[src/rtl/crc_pkg.sv]
// Shared types, constants and the bit-serial CRC update used by the streaming
// CRC generator and by anything that needs a reference model of it.
package crc_pkg;

  typedef enum logic [1:0] {
    ST_IDLE,
    ST_DATA,
    ST_APPEND
  } crc_state_e;

  localparam int CRC_MAX    = 64;
  localparam int DATA_MAX   = 64;
  localparam int CRC_IDX_W  = $clog2(CRC_MAX);
  localparam int DATA_IDX_W = $clog2(DATA_MAX);

  localparam logic [15:0] CRC16_CCITT      = 16'h1021;
  localparam logic [15:0] CRC16_INIT_ZERO  = 16'h0000;
  localparam logic [15:0] CRC16_INIT_ONES  = 16'hFFFF;
  localparam logic [31:0] CRC32_ETH        = 32'h04C11DB7;
  localparam logic [31:0] CRC32_INIT_ONES  = 32'hFFFFFFFF;

  // Folds the low data_w bits of data, MSB first, into the low crc_w bits of crc.
  // Bits above crc_w in the result are don't-care; callers truncate.
  function automatic logic [CRC_MAX-1:0] crc_fold(
    input logic [CRC_MAX-1:0]  crc,
    input logic [DATA_MAX-1:0] data,
    input logic [CRC_MAX-1:0]  poly,
    input int                  crc_w,
    input int                  data_w
  );
    logic [CRC_MAX-1:0] c;
    logic               fb;
    c = crc;
    for (int i = DATA_MAX - 1; i >= 0; i--) begin
      if (i < data_w) begin
        fb = c[CRC_IDX_W'(crc_w - 1)] ^ data[DATA_IDX_W'(i)];
        c  = {c[CRC_MAX-2:0], 1'b0} ^ (fb ? poly : '0);
      end
    end
    return c;
  endfunction

endpackage

[src/rtl/crc_stream_gen_if.sv]
// Stream-in / stream-out bundle of the CRC generator, plus its result outputs.
interface crc_stream_gen_if #(
  parameter int DATA_W = 8,
  parameter int CRC_W  = 16
);
  logic              s_valid;
  logic              s_ready;
  logic [DATA_W-1:0] s_data;
  logic              s_last;
  logic              m_valid;
  logic              m_ready;
  logic [DATA_W-1:0] m_data;
  logic              m_last;
  logic [CRC_W-1:0]  crc_out;
  logic              crc_done;

  modport master (
    output s_valid, s_data, s_last, m_ready,
    input  s_ready, m_valid, m_data, m_last, crc_out, crc_done
  );

  modport slave (
    input  s_valid, s_data, s_last, m_ready,
    output s_ready, m_valid, m_data, m_last, crc_out, crc_done
  );
endinterface

[src/rtl/crc_beat_fold.sv]
// Combinational update of a CRC register by one full DATA_W-bit beat.
module crc_beat_fold
  import crc_pkg::*;
#(
  parameter int               CRC_W  = 16,
  parameter int               DATA_W = 8,
  parameter logic [CRC_W-1:0] POLY   = 16'h1021
) (
  input  logic [CRC_W-1:0]  crc_in,
  input  logic [DATA_W-1:0] data_in,
  output logic [CRC_W-1:0]  crc_out
);

  assign crc_out = CRC_W'(crc_fold(CRC_MAX'(crc_in), DATA_MAX'(data_in),
                                   CRC_MAX'(POLY), CRC_W, DATA_W));

endmodule

[src/rtl/crc_stream_gen.sv]
// Streaming CRC generator: forwards each input beat through one output register,
// then appends (crc ^ XOR_OUT) as CRC_W/DATA_W beats, most-significant slice first.
module crc_stream_gen
  import crc_pkg::*;
#(
  parameter int               CRC_W   = 16,
  parameter int               DATA_W  = 8,
  parameter logic [CRC_W-1:0] POLY    = 16'h1021,
  parameter logic [CRC_W-1:0] INIT    = 16'h0000,
  parameter logic [CRC_W-1:0] XOR_OUT = 16'h0000
) (
  input logic            clk,
  input logic            rst,
  crc_stream_gen_if.slave bus
);

  localparam int N     = CRC_W / DATA_W;
  localparam int CNT_W = (N > 1) ? $clog2(N) : 1;

  crc_state_e        state_q, state_d;
  logic [CRC_W-1:0]  crc_q, crc_d;
  logic [CRC_W-1:0]  crc_out_q, crc_out_d;
  logic [CNT_W-1:0]  cnt_q, cnt_d;
  logic              m_valid_q, m_valid_d;
  logic              m_last_q, m_last_d;
  logic              crc_done_q, crc_done_d;
  logic [DATA_W-1:0] m_data_q, m_data_d;

  logic [CRC_W-1:0]  crc_next;
  logic [CRC_W-1:0]  crc_fin;
  logic              s_ready;
  logic              s_accept;
  logic              m_fire;

  crc_beat_fold #(
    .CRC_W (CRC_W),
    .DATA_W(DATA_W),
    .POLY  (POLY)
  ) u_fold (
    .crc_in (crc_q),
    .data_in(bus.s_data),
    .crc_out(crc_next)
  );

  assign crc_fin  = crc_q ^ XOR_OUT;
  assign s_ready  = !rst && (state_q != ST_APPEND) && (!m_valid_q || bus.m_ready);
  assign s_accept = bus.s_valid && s_ready;
  assign m_fire   = m_valid_q && bus.m_ready;

  always_comb begin
    // NOTE: every *_d gets a default first so no path leaves it unassigned (no latches);
    // blocking assignments are correct here because this block is purely combinational.
    state_d    = state_q;
    crc_d      = crc_q;
    crc_out_d  = crc_out_q;
    cnt_d      = cnt_q;
    m_valid_d  = m_fire ? 1'b0 : m_valid_q;
    m_data_d   = m_data_q;
    m_last_d   = m_last_q;
    crc_done_d = 1'b0;

    unique case (state_q)
      ST_IDLE, ST_DATA: begin
        if (s_accept) begin
          crc_d     = crc_next;
          m_valid_d = 1'b1;
          m_data_d  = bus.s_data;
          m_last_d  = 1'b0;
          state_d   = bus.s_last ? ST_APPEND : ST_DATA;
        end
      end
      ST_APPEND: begin
        if (m_fire && m_last_q) begin
          crc_out_d  = crc_fin;
          crc_done_d = 1'b1;
          crc_d      = INIT;
          cnt_d      = '0;
          m_last_d   = 1'b0;
          state_d    = ST_IDLE;
        end else if (!m_valid_q || m_fire) begin
          // Output register is free: present the next CRC slice.
          m_valid_d = 1'b1;
          m_data_d  = DATA_W'(crc_fin >> (DATA_W * (N - 1 - int'(cnt_q))));
          m_last_d  = (cnt_q == CNT_W'(N - 1));
          if (cnt_q != CNT_W'(N - 1)) cnt_d = cnt_q + 1'b1;
        end
      end
      default: state_d = ST_IDLE;
    endcase
  end

  // NOTE: sequential state uses non-blocking assignments so all flops update together.
  always_ff @(posedge clk or posedge rst) begin
    if (rst) begin
      state_q    <= ST_IDLE;
      crc_q      <= INIT;
      crc_out_q  <= '0;
      cnt_q      <= '0;
      m_valid_q  <= 1'b0;
      m_data_q   <= '0;
      m_last_q   <= 1'b0;
      crc_done_q <= 1'b0;
    end else begin
      state_q    <= state_d;
      crc_q      <= crc_d;
      crc_out_q  <= crc_out_d;
      cnt_q      <= cnt_d;
      m_valid_q  <= m_valid_d;
      m_data_q   <= m_data_d;
      m_last_q   <= m_last_d;
      crc_done_q <= crc_done_d;
    end
  end

  assign bus.s_ready  = s_ready;
  assign bus.m_valid  = m_valid_q;
  assign bus.m_data   = m_data_q;
  assign bus.m_last   = m_last_q;
  assign bus.crc_out  = crc_out_q;
  assign bus.crc_done = crc_done_q;

endmodule
[src/flat_wrapper.sv]
// flat-port wrapper written by rule: the top's interface ports become plain ports
module crc_stream_gen_flat import crc_pkg::*;
#(
  parameter int               CRC_W   = 16,
  parameter int               DATA_W  = 8,
  parameter logic [CRC_W-1:0] POLY    = 16'h1021,
  parameter logic [CRC_W-1:0] INIT    = 16'h0000,
  parameter logic [CRC_W-1:0] XOR_OUT = 16'h0000
)
  (clk, rst, bus_s_valid, bus_s_data, bus_s_last, bus_m_ready, bus_s_ready, bus_m_valid, bus_m_data, bus_m_last, bus_crc_out, bus_crc_done);
  crc_stream_gen_if #(.DATA_W(DATA_W), .CRC_W(CRC_W)) bus_i ();
  input logic clk;
  input logic rst;
  input wire logic [$bits(bus_i.s_valid)-1:0] bus_s_valid;
  input wire logic [$bits(bus_i.s_data)-1:0] bus_s_data;
  input wire logic [$bits(bus_i.s_last)-1:0] bus_s_last;
  input wire logic [$bits(bus_i.m_ready)-1:0] bus_m_ready;
  output wire logic [$bits(bus_i.s_ready)-1:0] bus_s_ready;
  output wire logic [$bits(bus_i.m_valid)-1:0] bus_m_valid;
  output wire logic [$bits(bus_i.m_data)-1:0] bus_m_data;
  output wire logic [$bits(bus_i.m_last)-1:0] bus_m_last;
  output wire logic [$bits(bus_i.crc_out)-1:0] bus_crc_out;
  output wire logic [$bits(bus_i.crc_done)-1:0] bus_crc_done;
  assign bus_i.s_valid = bus_s_valid;
  assign bus_i.s_data = bus_s_data;
  assign bus_i.s_last = bus_s_last;
  assign bus_i.m_ready = bus_m_ready;
  assign bus_s_ready = bus_i.s_ready;
  assign bus_m_valid = bus_i.m_valid;
  assign bus_m_data = bus_i.m_data;
  assign bus_m_last = bus_i.m_last;
  assign bus_crc_out = bus_i.crc_out;
  assign bus_crc_done = bus_i.crc_done;
  crc_stream_gen #(.CRC_W(CRC_W), .DATA_W(DATA_W), .POLY(POLY), .INIT(INIT), .XOR_OUT(XOR_OUT)) u_core (.clk(clk), .rst(rst), .bus(bus_i));
endmodule
[config.mk]
export PLATFORM = sky130hd
export DESIGN_NAME = crc_stream_gen_flat
export DESIGN_NICKNAME = d
export VERILOG_FILES = /design/src/rtl/crc_pkg.sv /design/src/rtl/crc_stream_gen_if.sv /design/src/rtl/crc_beat_fold.sv /design/src/rtl/crc_stream_gen.sv /design/src/flat_wrapper.sv
export SDC_FILE = /design/constraint.sdc
export NUM_CORES = 1
export LEC_CHECK = 0
export CAP_MARGIN = 20
export CORE_MARGIN = 2
export CORE_UTILIZATION = 52
export DETAILED_ROUTE_END_ITERATION = 16
export PLACE_DENSITY = 0.78
export SETUP_SLACK_MARGIN = 0.4
export SKIP_LAST_GASP = 1
export SLEW_MARGIN = 40
export SYNTH_ARGS = -nofsm -noshare
export SYNTH_HDL_FRONTEND = slang
export SYNTH_SLANG_ARGS = --single-unit
export TNS_END_PERCENT = 50
[constraint.sdc]
create_clock -name clk -period 2.1 [get_ports clk]
set_clock_uncertainty 0.15 [all_clocks]
set_input_delay 0.42 -clock clk [delete_from_list [all_inputs] [get_ports clk]]
set_output_delay 0.42 -clock clk [all_outputs]
set_load 0.03 [all_outputs]
# ---- After elaboration in Yosys (flattened, before gate mapping)
# Index checks and enable logic that the tools add are counted.
dict set report totals {
  rom_bits 0
  n_memories 0
  wordCells 87
  latchBits 0
  regBits 46
  mem_bits_rw 0
  out_inout_bits 28
}
dict set report classes {
  eq_ne 8
  n_mux 33
  add_sub_neg 2
  n_bitwise 16
  order_cmp 0
  multipliers 0
  n_div 0
  n_reduce_logical 19
  shifts 1
}
# cell n
set op_table {}
lappend op_table {{$xor 16x13->16} 8}
lappend op_table {{$mux 13} 8}
lappend op_table {{$mux 16} 2}
lappend op_table {{$pmux 16 s2} 1}
lappend op_table {{$shr 16x32->8} 1}
lappend op_table {{$mux 8} 3}
lappend op_table {{$pmux 8 s2} 1}
lappend op_table {{$mux 1} 12}
lappend op_table {{$xor 1x1->1} 8}
lappend op_table {{$mux 2} 3}
lappend op_table {{$ne 2x1->1 const B} 3}
lappend op_table {{$reduce_and 2->1} 3}
lappend op_table {{$reduce_and 3->1} 2}
lappend op_table {{$logic_and 1x1->1} 5}
lappend op_table {{$ne 2x2->1 const B} 2}
lappend op_table {{$pmux 1 s2} 2}
lappend op_table {{$pmux 2 s2} 1}
lappend op_table {{$reduce_and 4->1} 1}
lappend op_table {{$reduce_bool 2->1} 2}
lappend op_table {{$ne 3x1->1 const B} 1}
lappend op_table {{$eq 2x1->1 const B} 1}
lappend op_table {{$eq 2x2->1 const B} 1}
lappend op_table {{$logic_not 1->1} 2}
lappend op_table {{$logic_not 2->1} 1}
lappend op_table {{4 further kinds} 5}

# ---- Logic depth before layout (Yosys ltp)
# Gate-level depths: netlist of run 1.
dict set report logic_depth {
  ltp_word 26
  depth_mapped 5
  mapped_depth_nobuf 3
}

# ---- Cells and area by module
# From an unflattened synthesis of run 1, not the netlist that was laid out.
dict set report hier_totals {
  cells_unflattened 159
  area_unflattened_um2 2341.0
}
# mod seq_area_each_um2 cells_per_inst n_inst area_per_inst_um2
set by_module_without_submodules {}
lappend by_module_without_submodules {crc_stream_gen 1151.1 134 1 1953.1}
lappend by_module_without_submodules {crc_beat_fold 0.0 25 1 387.9}

# ---- Worst setup path after synthesis of run 1
# OpenSTA, ideal clock, no wires.
dict set report synth_timing {
  path_kind {reg2out}
  from {register u_core.m_valid_q, in the netlist u_core.bus.m_valid}
  to {output port bus_s_ready}
  arrival_ns 1.507
  path_buffers 1
  path_slack_ns 0.023
  stages_incl_launch_ff 4
  required_ns 1.530
  cell_sequence {dfrtp_1 -> nor2b_1 -> buf_2 -> nor3_1}
}
dict set report synth_between {
  elab_chain_cells 3
}
# item line_no
set synth_lines {}
lappend synth_lines {{from (decl)} crc_stream_gen.sv:24} ;# logic m_valid_q, m_valid_d;
lappend synth_lines {{from (signal assigned)} crc_stream_gen.sv:108} ;# m_valid_q <= m_valid_d;
lappend synth_lines {{$logic_not 1->1} crc_stream_gen.sv:46} ;# assign s_ready = !rst && (state_q != ST_APPEND) && (!m_valid_q || bus.m_ready);
lappend synth_lines {{$logic_or 1x1->1} crc_stream_gen.sv:46}
lappend synth_lines {{$logic_and 1x1->1} crc_stream_gen.sv:46}
lappend synth_lines {{to (decl)} flat_wrapper.sv:18} ;# output wire logic [$bits(bus_i.s_ready)-1:0] bus_s_ready;
# Every way passes these cells.

# ---- Worst setup path in the final report of run 1
# Ends and elaborated chain as after synthesis.

==> results by group, run 1 <==
Status
  • Outcome: completed

Critical path
  • Startpoint kind of the worst setup timing path: flip-flop
  • Worst path required time: between 1.5 and 2 ns
  • Critical-path top delay cell: sky130_fd_sc_hd__dfrtp_2
  • Peak fanout along the critical path: 7
  • WS Path Type: flip-flop to primary output
  • Largest stage delay on the critical path: about 0.43 ns
  • Critical path arrival: 1.32 ns
  • Element type at the critical path end: primary output
  • Critical Path, Cell by Cell: nor2b_2 > buf_6 > nor3_2 > buf_4

Synthesis
  • Number of enable-type register cells in the synthesized netlist: 0
  • Async S/R FF share, synth: 1.00
  • Register bit total from synthesis: 46
  • Area share of the largest cell type after synthesis: 0.496
  • Number of nets in the synthesized netlist: between 150 and 200
  • Mean post-synth cell area: 14.5 sq um
  • Most used flip-flop cell after synthesis: sky130_fd_sc_hd__dfrtp_1
  • Sequential share of the synthesized area: 0.496
  • Distinct cell type count after synthesis: 32
  • Post-synth top cells: sky130_fd_sc_hd__dfrtp_1, sky130_fd_sc_hd__mux2_2, sky130_fd_sc_hd__a22o_1, sky130_fd_sc_hd__xnor2_1, sky130_fd_sc_hd__xnor3_1
  • Post-synthesis cell type with the largest combined area: sky130_fd_sc_hd__dfrtp_1
  • Post-Synthesis Cell Area: around 2300 sq um
  • Most common cell in the synthesized netlist: sky130_fd_sc_hd__dfrtp_1
  • Synth warn: 0
  • Largest cells by area after synthesis: sky130_fd_sc_hd__dfrtp_1, sky130_fd_sc_hd__mux2_2, sky130_fd_sc_hd__xnor3_1, sky130_fd_sc_hd__a22o_1, sky130_fd_sc_hd__xnor2_1
  • Post-Syn Instances: 160

STA
  • Number of setup violations in the final report: 0
  • Portion of the clock cycle consumed by the worst path in the final layout: 0.902
  • Final TNS setup: 0 ns
  • Number of max-slew violations in the final report: 0
  • Unrepaired setup endpoints after global routing: yes
  • Hold Fails Final Rpt: 0
  • Slew HR: 0.627
  • Fmax achieved: between 500 and 600 MHz
  • Transition time at the pin with the least slew margin: 0.559 ns
  • Final critical delay including setup and external delays: between 1.5 and 2 ns

Power
  • Power per cell area: approximately 1500 nW/um^2
  • Maximum vdd drop: just under 0.9 mV
  • Static Leak: between 1.5 and 2 nW
  • Final total power: just under 5 mW

Cells and area
  • Cell Count, Final, Fillers Out: between 200 and 300
  • Number of nets in the finished design: between 200 and 250
  • Area occupied by multi-input gates: between 1000 and 1500 sq um
  • Number of diodes: 0
  • Share of cells above drive strength 1: 0.376
  • Sequential cell area in the final layout: 1150 sq um
  • Area delta synth->final: 35.9%
  • Count of filler cells inserted in the layout: 291
  • Post-route cell area: 3150 sq um

CTS
  • Root buffer cell: sky130_fd_sc_hd__clkbuf_8
  • Number of H-tree branching levels: 2
  • TritonCTS clock tree: built
  • Clk Latency, worst-skew pair: roughly 0.30 ns
  • Reg clk slew, reported paths: approximately 0.080 ns
  • Total clock buffers created by CTS: 5
  • Hold-fix buffers, CTS: 0
  • Maximum number of buffers from clock root to sink: 2
  • Total clock sinks: 46

Floorplanning
  • Overall die area: between 5000 and 6000 sq um
  • Number of placed I/O pins: slightly above 40
  • Starting utilization of the core area: 0.536
  • Horizontal extent of the die: slightly above 70 um
  • Standard-cell row count: 24
  • Die H: between 70 and 80 um
  • Floorplan core area: between 4000 and 5000 sq um

Global route
  • Largest net degree at the start of global routing: 47
  • First-pass GRT wire length: about 8.5 mm
  • Combined global-route utilization of all metal layers: 0.223
  • Via count of the first global-routing pass: between 1500 and 2000
  • Antenna violations before repair: 0
  • Gr ovfl total: 0

Detailed routing
  • Remaining antenna violation count after routing: 0
  • Post-detailed-route wirelength per cell: 18.4 um
  • Number of optimization iterations in the first detailed-route pass: 4
  • Violation count after the first detailed-routing iteration: around 110
  • Wire length after detailed routing: ~5 mm
  • Residual DRC count: 0
  • Per-cell via count in the routed design: about 5.7
  • Vias after detailed routing: about 1600

Place
  • Post-placement cell area: 2930 sq um
  • Inst Count DP: roughly 270
  • Number of port buffers: 40
  • Dpl hpwl: between 3 and 4 mm
  • Last weighted congestion value of the routability-driven placer: around 0.85

Hold path
  • Class of the tightest hold or removal check: flip-flop to flip-flop

Job
  • Max-capacitance violation count: 0
[registers in the layout, indices dropped and copies added (netlist names)]
| signal | flops |
|---|---|
| u_core.bus.m_last | 1 |
| u_core.crc_fin | 16 |
| u_core.bus.crc_out | 16 |
| u_core.state_q | 2 |
| u_core.bus.m_data | 8 |
| u_core.bus.crc_done | 1 |
| u_core.bus.m_valid | 1 |
| u_core.cnt_q | 1 |
[repair_timing]
item	in CTS	in global routing
pin swaps	5	3
resized for setup	33	16
gates cloned	1	0
endpoints found under the setup margin	70	55
setup buffers	1	2
[worst max-delay path: cells and delay by family, from the launching register on]
| family | cells | cell delay, ns |
|---|---|---|
| flip-flops | 1 | 0.43 |
| AND/OR/NAND/NOR | 2 | 0.28 |
| buffers and inverters | 2 | 0.32 |
[cells by family (layout without fill, tap and decap cells)]
| group | count (synthesis) | after routing | share of synthesized area |
|---|---|---|---|
| buffers and inverters | 8 | 74 | 0.0162 |
| flip-flops | 46 | 46 | 0.496 |
| multiplexers | 40 | 40 | 0.194 |
| AO/OA/AOI/OAI | 26 | 26 | 0.0961 |
| AND/OR/NAND/NOR | 16 | 16 | 0.0426 |
| XOR/XNOR | 24 | 24 | 0.154 |
[cells in the final DEF (no fill, tap or decap), drive strengths merged, types with 2 or more instances in the layout]
cell	count
a21oi	3
a22o	12
buf	25
clkbuf	7
clkdlybuf4s50	9
dfrtp	46
dlygate4sd2	21
dlymetal6s2s	9
mux2	40
nand2b	2
nor2	3
nor2b	2
nor3	2
o2bb2ai	5
or3	2
xnor2	10
xnor3	8
xor2	5
[cell type report]
type	instances	area share
Clock buffer	7	0.0242
Clock inverter	1	0.00953
Inverter	2	0.00357
Multi-Input combinational cell	106	0.378
Sequential cell	46	0.366
Tap cell	52	0.0206
Timing Repair Buffer	64	0.197
[per-stage QoR]
| stage | setup WS (ns) | util | hold slack (ns) |
|---|---|---|---|
| floorplan | 0.278 | - | 0.291 |
| global placement | -0.183 | 0.678 | 0.339 |
| detailed placement | -0.217 | 0.678 | 0.345 |
| CTS | 0.146 | 0.715 | 0.358 |
| global route | 0.150 | 0.729 | 0.379 |
| finish | 0.206 | 0.729 | 0.357 |
[final timing paths]
check | start | to | slack, ns | cells past startpoint
setup reg to reg | u_core.state_q[1] | u_core.crc_fin[10] | 0.27 | 5
setup / recovery | u_core.bus.m_valid | bus_s_ready | 0.21 | 4
min in group asynchronous | rst | u_core.bus.m_data[1] | 0.45 | 4
max in group asynchronous | rst | u_core.bus.m_valid | 0.94 | 4
hold reg to reg | u_core.bus.crc_out[10] | u_core.bus.crc_out[10] | 0.36 | 1
hold / removal | u_core.bus.crc_out[10] | u_core.bus.crc_out[10] | 0.36 | 1
[routing by layer]
| metal | part of all wire | global-route usage | wire length [um] | vias to the layer above |
|---|---|---|---|---|
| met1 | 0.44 | 0.299 | 2240 | 800 |
| met4 | 0.021 | 0.0818 | 109 | 0 |
| met3 | 0.046 | 0.0470 | 234 | 10 |
| met2 | 0.49 | 0.363 | 2520 | 46 |
| li1 | - | - | - | 719 |
| met5 | 0 | 0 | 0 | - |
[where the power goes]
part / leakage, nW / internal, mW / switching [mW] / total (mW)
logic: 1.01 / 1.49 / 1.09 / 2.59
registers: 0.582 / 1.23 / 0.354 / 1.58
clock network: 0.0524 / 0.356 / 0.295 / 0.651
Power figures use the tool's default switching activity.
==> inputs of run 2 (changes only) <==
--- a/config.mk
+++ b/config.mk
@@ -8,6 +8,7 @@
 export CAP_MARGIN = 20
 export CORE_MARGIN = 2
 export CORE_UTILIZATION = 52
+export CTS_CLUSTER_DIAMETER = 150
 export DETAILED_ROUTE_END_ITERATION = 16
 export PLACE_DENSITY = 0.78
 export SETUP_SLACK_MARGIN = 0.4
==> results of run 2 <==
Final layout, timing and power as in run 1 (identical DEF).
==> inputs of run 3 (changes only) <==
--- a/config.mk
+++ b/config.mk
@@ -5,11 +5,12 @@
 export SDC_FILE = /design/constraint.sdc
 export NUM_CORES = 1
 export LEC_CHECK = 0
-export CAP_MARGIN = 20
+export ABC_CLOCK_PERIOD_IN_PS = 2100
 export CORE_MARGIN = 2
 export CORE_UTILIZATION = 52
 export CTS_CLUSTER_DIAMETER = 150
 export DETAILED_ROUTE_END_ITERATION = 16
+export GPL_ROUTABILITY_DRIVEN = 0
 export PLACE_DENSITY = 0.78
 export SETUP_SLACK_MARGIN = 0.4
 export SKIP_LAST_GASP = 1
==> results of run 3 <==
Final layout, timing and power as in run 1 (identical DEF).
